==> config.mk <==
export PLATFORM = sky130hd
export DESIGN_NAME = imm_ext_pipe
export DESIGN_NICKNAME = d
export VERILOG_FILES = /design/src/rtl/imm_ext_pipe.sv
export SDC_FILE = /design/constraint.sdc
export NUM_CORES = 1
export LEC_CHECK = 0
export CAP_MARGIN = 10
export CORE_ASPECT_RATIO = 0.75
export CORE_UTILIZATION = 39
export DETAILED_ROUTE_END_ITERATION = 6
export PLACE_DENSITY = 0.75
export SLEW_MARGIN = 10
export SYNTH_ARGS = -nofsm -noshare
export SYNTH_HDL_FRONTEND = slang
export SYNTH_SLANG_ARGS = --single-unit
==> constraint.sdc <==
create_clock -name clk -period 4.3 [get_ports clk]
set_input_delay 0.43 -clock clk [delete_from_list [all_inputs] [get_ports clk]]
set_output_delay 0.43 -clock clk [all_outputs]
set_load 0.01 [all_outputs]
==> src/rtl/imm_ext_pipe.sv <==
// Pipelined rv32i/rv64i immediate generator: instr[31:7] + format select -> XLEN immediate,
// with a valid/ready handshake, a 2-entry skid buffer and a sideband tag. Optional IMM_ILLEGAL_SRC_EN adds out_err.
module imm_ext_pipe #(
  parameter int XLEN  = 32,  // 32 or 64
  parameter int TAG_W = 8
) (
  input  logic             clk,
  input  logic             rst,
  input  logic             in_valid,
  output logic             in_ready,
  input  logic [24:0]      inm,
  input  logic [2:0]       src,
  input  logic [TAG_W-1:0] in_tag,
  output logic             out_valid,
  input  logic             out_ready,
  output logic [XLEN-1:0]  inmExt,
  output logic [TAG_W-1:0] out_tag
`ifdef IMM_ILLEGAL_SRC_EN
  ,
  output logic             out_err
`endif
);

  localparam logic [2:0] SRC_I     = 3'd0;
  localparam logic [2:0] SRC_S     = 3'd1;
  localparam logic [2:0] SRC_B     = 3'd2;
  localparam logic [2:0] SRC_J     = 3'd3;
  localparam logic [2:0] SRC_U     = 3'd4;
  localparam logic [2:0] SRC_SHAMT = 3'd5;
  localparam logic [2:0] SRC_ZIMM  = 3'd6;
  localparam logic [2:0] SRC_RSVD  = 3'd7;

  // rv64 shifts take a 6-bit shamt (instr[25:20]); rv32 uses instr[24:20].
  localparam int SHW = (XLEN == 64) ? 6 : 5;

  function automatic logic [XLEN-1:0] ext_imm(input logic [24:0] i, input logic [2:0] s);
    logic signed [31:0] s32;
    logic [XLEN-1:0]    r;
    s32 = '0;
    r   = '0;
    case (s)
      SRC_I: begin
        s32 = 32'($signed(i[24:13]));
        r   = XLEN'(s32);
      end
      SRC_S: begin
        s32 = 32'($signed({i[24:18], i[4:0]}));
        r   = XLEN'(s32);
      end
      SRC_B: begin
        s32 = 32'($signed({i[24], i[0], i[23:18], i[4:1], 1'b0}));
        r   = XLEN'(s32);
      end
      SRC_J: begin
        s32 = 32'($signed({i[24], i[12:5], i[13], i[23:14], 1'b0}));
        r   = XLEN'(s32);
      end
      SRC_U: begin
        s32 = $signed({i[24:5], 12'b0});
        r   = XLEN'(s32);
      end
      SRC_SHAMT: r = XLEN'(i[13 +: SHW]);
      SRC_ZIMM:  r = XLEN'(i[12:8]);
      default:   r = '0;
    endcase
    return r;
  endfunction

  logic [XLEN-1:0]  new_imm;
  logic             in_fire;
  logic             out_fire;

  logic             main_valid;
  logic [XLEN-1:0]  main_imm;
  logic [TAG_W-1:0] main_tag;
  logic             skid_valid;
  logic [XLEN-1:0]  skid_imm;
  logic [TAG_W-1:0] skid_tag;

  always_comb begin
    new_imm = ext_imm(inm, src);
  end

  // Handshake: a beat moves on an edge where valid and ready are both high. in_ready comes
  // straight from the skid-full flop, so it never depends combinationally on out_ready.
  assign in_ready  = !skid_valid;
  assign in_fire   = in_valid && in_ready;
  assign out_fire  = main_valid && out_ready;
  assign out_valid = main_valid;
  assign inmExt    = main_imm;
  assign out_tag   = main_tag;

  always_ff @(posedge clk) begin
    if (rst) begin
      main_valid <= 1'b0;
      main_imm   <= '0;
      main_tag   <= '0;
      skid_valid <= 1'b0;
      skid_imm   <= '0;
      skid_tag   <= '0;
    end else if (skid_valid) begin
      // Skid full implies main full and in_ready low; only a drain can happen.
      if (out_ready) begin
        main_imm   <= skid_imm;
        main_tag   <= skid_tag;
        skid_valid <= 1'b0;
      end
    end else if (in_fire) begin
      if (!main_valid || out_ready) begin
        main_valid <= 1'b1;
        main_imm   <= new_imm;
        main_tag   <= in_tag;
      end else begin
        skid_valid <= 1'b1;
        skid_imm   <= new_imm;
        skid_tag   <= in_tag;
      end
    end else if (out_fire) begin
      main_valid <= 1'b0;
    end
  end

`ifdef IMM_ILLEGAL_SRC_EN
  logic main_err;
  logic skid_err;

  // Error flag follows exactly the same load/move decisions as the immediate it belongs to.
  always_ff @(posedge clk) begin
    if (rst) begin
      main_err <= 1'b0;
      skid_err <= 1'b0;
    end else if (skid_valid) begin
      if (out_ready) main_err <= skid_err;
    end else if (in_fire) begin
      if (!main_valid || out_ready) main_err <= (src == SRC_RSVD);
      else                          skid_err <= (src == SRC_RSVD);
    end
  end

  assign out_err = main_err;
`endif

endmodule
Word level (Yosys, flattened, before mapping)
Index checks and enable logic that the tools add are counted.
{"block": "classes", "n_eq_ne": 8, "reduce_logical": 12, "mux": 16, "n_bitwise": 2}
{"operator": "one-hot mux 32 bit (7 select lines)", "count": 1}
{"operator": "two-way mux 32 bit", "count": 4}
{"operator": "two-way mux 8 bit", "count": 4}
{"operator": "== test 3 bit, second input constant", "count": 3}
{"operator": "AND reduction 3 bit", "count": 3}
{"operator": "two-way mux 1 bit", "count": 7}
{"operator": "== test 3 x 2 -> 1 bit, second input constant", "count": 2}
{"operator": "nonzero test 2 bit", "count": 3}
{"operator": "== test 3 x 1 -> 1 bit, second input constant", "count": 1}
{"operator": "zero test 3 bit", "count": 1}
{"operator": "logical AND 1 bit", "count": 2}
{"operator": "zero test 1 bit", "count": 2}
{"operator": "inequality test 2 x 1 -> 1 bit, second input constant", "count": 1}
{"operator": "inequality test 2 bit, second input constant", "count": 1}
{"operator": "inverter 1 bit", "count": 2}
{"operator": "logical OR 1 bit", "count": 1}
{"block": "totals", "wordCells": 44, "output_inout_bits": 42, "register_bits": 82}

Logic depth before layout (Yosys ltp)
{"block": "depth", "word_depth": 5, "depth_mapped": 6}

Least setup slack after synthesis
OpenSTA, ideal clock, no wires.
{"block": "synth_path", "path_type": "in2reg", "from": "in src[1]", "to": "reg main_imm[28], in the netlist inmExt[28]", "t_arrival_ns": 1.474, "path_slack_ns": 2.752, "setup_ns": 0.074, "path_stages": 6, "cell_sequence": "buf_4 > nor3b_2 > buf_2 > a21oi_1 > or3_1 > a31oi_1"}
{"block": "synth_between", "elab_chain_cells": 5, "word_cells_on_any_way": 11, "cone_classes": "6 x eq/ne; 4 x mux; 1 x reduce/logical"}
{"item": "start, declared", "line_no": "12", "rtl": "input logic [2:0] src,"}
{"item": "== test 3 bit, or another cell as far along", "line_no": "41", "rtl": "case (s)"}
{"item": "one-hot mux 32 bit (7 select lines) (*)", "line_no": "41"}
{"item": "two-way mux 32 bit (*)", "line_no": "109", "rtl": "if (!main_valid || out_ready) begin"}
{"item": "two-way mux 32 bit (*)", "line_no": "108", "rtl": "end else if (in_fire) begin"}
{"item": "two-way mux 32 bit (*)", "line_no": "101", "rtl": "end else if (skid_valid) begin"}
{"item": "end signal, assigned", "line_no": "104", "rtl": "main_imm <= skid_imm;"}
{"item": "end signal, assigned", "line_no": "111", "rtl": "main_imm <= new_imm;"}
{"item": "end, declared", "line_no": "74", "rtl": "logic [XLEN-1:0] main_imm;"}
Every way passes the cells marked *; elsewhere a longest branch is shown, timed or not. The select of a mux whose other input is x is not followed.
A chain may end at the register's enable or synchronous reset.

Worst setup path after layout
{"block": "layout_path", "from": "in src[2]", "to": "reg skid_imm[23]"}
{"block": "layout_between", "elab_chain_cells": 2, "word_cells_on_any_way": 8, "cone_classes": "6 x eq/ne; 1 x mux; 1 x reduce/logical"}
{"item": "== test 3 bit, or another cell as far along", "line_no": "41"}
{"item": "one-hot mux 32 bit (7 select lines) (*)", "line_no": "41"}
{"item": "end signal, assigned", "line_no": "115", "rtl": "skid_imm <= new_imm;"}
{"item": "end, declared", "line_no": "77", "rtl": "logic [XLEN-1:0] skid_imm;"}
Every way passes the cells marked *; elsewhere a longest branch is shown, timed or not.

==> flow_metrics.tcl <==
set metrics [dict create \
    mostFrequentLayoutCell "dfxtp_1" \
    slowest_delay_ns 0.96 \
    cts_tree "done" \
    fin_ws_ns 1.55 \
    ys_top_cells_by_area "dfxtp_1 (43%), a21oi_1 (7.0%), a211oi_1 (5.3%)" \
    synth_top_area_cell "dfxtp_1" \
    fill_cells 874 \
    root_buffer "clkbuf_16" \
    synth_warnings 0 \
    syn_nets 481 \
    crit_path_top_delay_cell "clkdlybuf4s50_1" \
    clock-sinks 82 \
    drt_iter0_drc 186 \
    ios 82 \
    grt_max_degree 53 \
    die_w_um 116 \
    diodes 0 \
    finalNetCount 537 \
    antenna_found_initial 0 \
    power_frac_comb_pct 16.6 \
    final_max_slew_viol_count 0 \
    num_vias 3501 \
    post-cts-setup-buffers 0 \
    grt_pass1_wl_um 16200 \
    max_freq_mhz 363 \
    placed_area_um2 4660 \
    rsz0062_at_grt "false" \
    pwr-share-clk_pct 38.5 \
    dr.pass1.iters 5 \
    avgSynthCellArea_um2 8.64 \
    status "finished clean" \
    finalHoldViolCount 0 \
    wl_per_cell_um 16.1 \
    netlist_instances 441 \
    end_kind "flop" \
    yosysTopAreaCellShare_pct 43.1 \
    rows 30 \
    wl_um 10200 \
    cp_max_fo 32 \
    reg2reg_slack_ns 2.06 \
    via_per_inst 5.56 \
    cts-resized-gates 0 \
    regArea_um2 1640 \
    clk_pin_slew_ns 0.06 \
    cts.htree.levels 3 \
    rr_worst_depth 4 \
    clock_path_buffers 2 \
    finalCritPeriodShare_pct 64.0 \
    vdd_ir_drop_max_v 0.000266 \
    multi_input_area_um2 1970 \
    drc 0 \
    globalplace.congestion 0.845 \
    cp-start-kind "input port" \
    grt_overflow 0 \
    synth_area_um2 3810 \
    layout_common_cells "dfxtp_1 (81), clkdlybuf4s50_1 (80), a21oi_1 (53), nor2_1 (45), nand2_1 (38)" \
    syn_to_final_growth_pct 29.6 \
    powerDensity_nw_per_um2 372 \
    antenna_left 0 \
    power.switching_w 0.000482 \
    place_ws_ns 1.24 \
    max-cap-violations 0 \
    relSlewSlack_pct 29.7 \
    internal_power_w 0.00135 \
    coreArea_um2 9270 \
    cts_made_buffers 9 \
    worstPathRequired_ns 4.55 \
    synth-seq-area-share_pct 43.1 \
    grt_pass1_vias 3246 \
    crit_chain "clkdlybuf4s50_1 > nor2b_1 > buf_4 > nand2b_1 > a21oi_1 > nor3_1" \
    die_area_um2 10200 \
    chipHeight_um 87.6 \
    critical_path_arrival_ns 3.01 \
    grtUsageTotal_pct 20.7 \
    ys_ff_latch 82 \
    leakage_nw 1.66 \
    portBuffers 81 \
    final_util_pct 53.2 \
    initial_core_util_pct 41.1 \
    skew_ns 0.00431 \
    swShare_pct 26.3 \
    dp_hpwl_um 7020 \
    holdPathStages 2 \
    postCtsHoldBufs 0 \
    worst_skew_pair.late_latency_ns 0.34 \
    tns_ns 0 \
    setup_viol 0 \
    power_frac_seq_pct 44.9 \
    min_period_ns 2.75 \
    drive_gt1_share_pct 7.77 \
    worst_slew_pin_slew_ns 1.05 \
    hold_class "reg -> reg" \
    crit_type "in -> reg" \
    yosysUniqueCellTypes 39 \
    design_area_um2 4940 \
]
==> worst paths after layout <==
| path | from | end |
|---|---|---|
| hold / removal | inmExt[23] | inmExt[23] |
| setup / recovery | src[2] | skid_imm[23] |
| hold reg to reg | inmExt[23] | inmExt[23] |
| setup reg to reg | skid_valid | inmExt[9] |
==> logic make-up (layout without fill, tap and decap cells) <==
logic type,Yosys count,count (layout),share of synthesized area [%]
AO/OA/AOI/OAI,137,137,24.7
XOR/XNOR,1,1,0.427
buffers and inverters,49,110,5.62
flip-flops,82,82,43.1
multiplexers,18,18,4.86
AND/OR/NAND/NOR,154,154,21.3
==> worst max-delay path, delay by kind of cell <==
kind / cells / cell delay (ns)
buf+inv: 2 / 1.27
simple gates: 3 / 1.22
compound gates: 1 / 0.07
==> flip-flops by register name, indices dropped and copies added, names as in the netlist <==
name	count
inmExt	32
skid_imm	32
out_tag	8
skid_tag	8
out_valid	1
skid_valid	1
==> power groups by stage <==
stage / Sequential [W] / Combinational [W] / Clock [W]
final: 0.000825 / 0.000304 / 0.000707
after global routing: 0.000829 / 0.000330 / 0.000749
after floorplan: 0.000848 / 0.000155 / 0
after CTS: 0.000825 / 0.000304 / 0.000720
after detailed placement: 0.000841 / 0.000302 / 0
after global placement: 0.000840 / 0.000296 / 0
==> final cells by class <==
cell class / count / area share (%)
clock buffers: 11 / 4.92
flip-flops and latches: 82 / 33.3
inverters: 3 / 0.228
well taps: 128 / 3.24
multi-input cells: 310 / 39.9
repair buffers: 91 / 17.8
clock inverters: 5 / 0.608
==> metal layers <==
| layer | global-route usage (%) | wire, um | vias up |
|---|---|---|---|
| met1 | 29.4 | 5020 | 1657 |
| met4 | 6.53 | 123 | 0 |
| met2 | 30.8 | 4360 | 105 |
| met3 | 5.40 | 660 | 12 |
| li1 | - | - | 1727 |
| met5 | 0 | 0 | - |
==> through the flow <==
stage,hold slack [ns],std cells,total power [W]
floorplan,0.436,441,0.00100
global placement,0.442,614,0.00114
detailed placement,0.449,614,0.00114
CTS,0.457,630,0.00185
global route,0.477,630,0.00191
finish,0.456,630,0.00183
==> Yosys cell counts <==
cell and number:
buf_1 4, xor2_2 1, nor3b_2 1, o211ai_1 21, nor3b_1 6, a31oi_1 2, nor4bb_1 1, dfxtp_1 82
nand3b_1 19, a211o_1 8, nand4b_1 13, nor3_1 16, o22ai_2 1, nand2b_1 1, a221o_1 1, nand4bb_1 1
or3_1 3, a2111oi_0 2, nand3_1 4, o21ai_0 2, buf_2 18, and2_1 1, inv_1 3, buf_4 2
clkbuf_1 22, a221oi_1 1, nor2_1 45, o2bb2ai_1 1, a22oi_1 5, a211oi_2 4, o21bai_1 1, a21oi_1 53
mux2_2 4, o22a_1 8, nand2_1 38, nor2b_1 4, mux2i_1 14, and2b_1 1, a211oi_1 27
(Power assumes the default switching activity.)
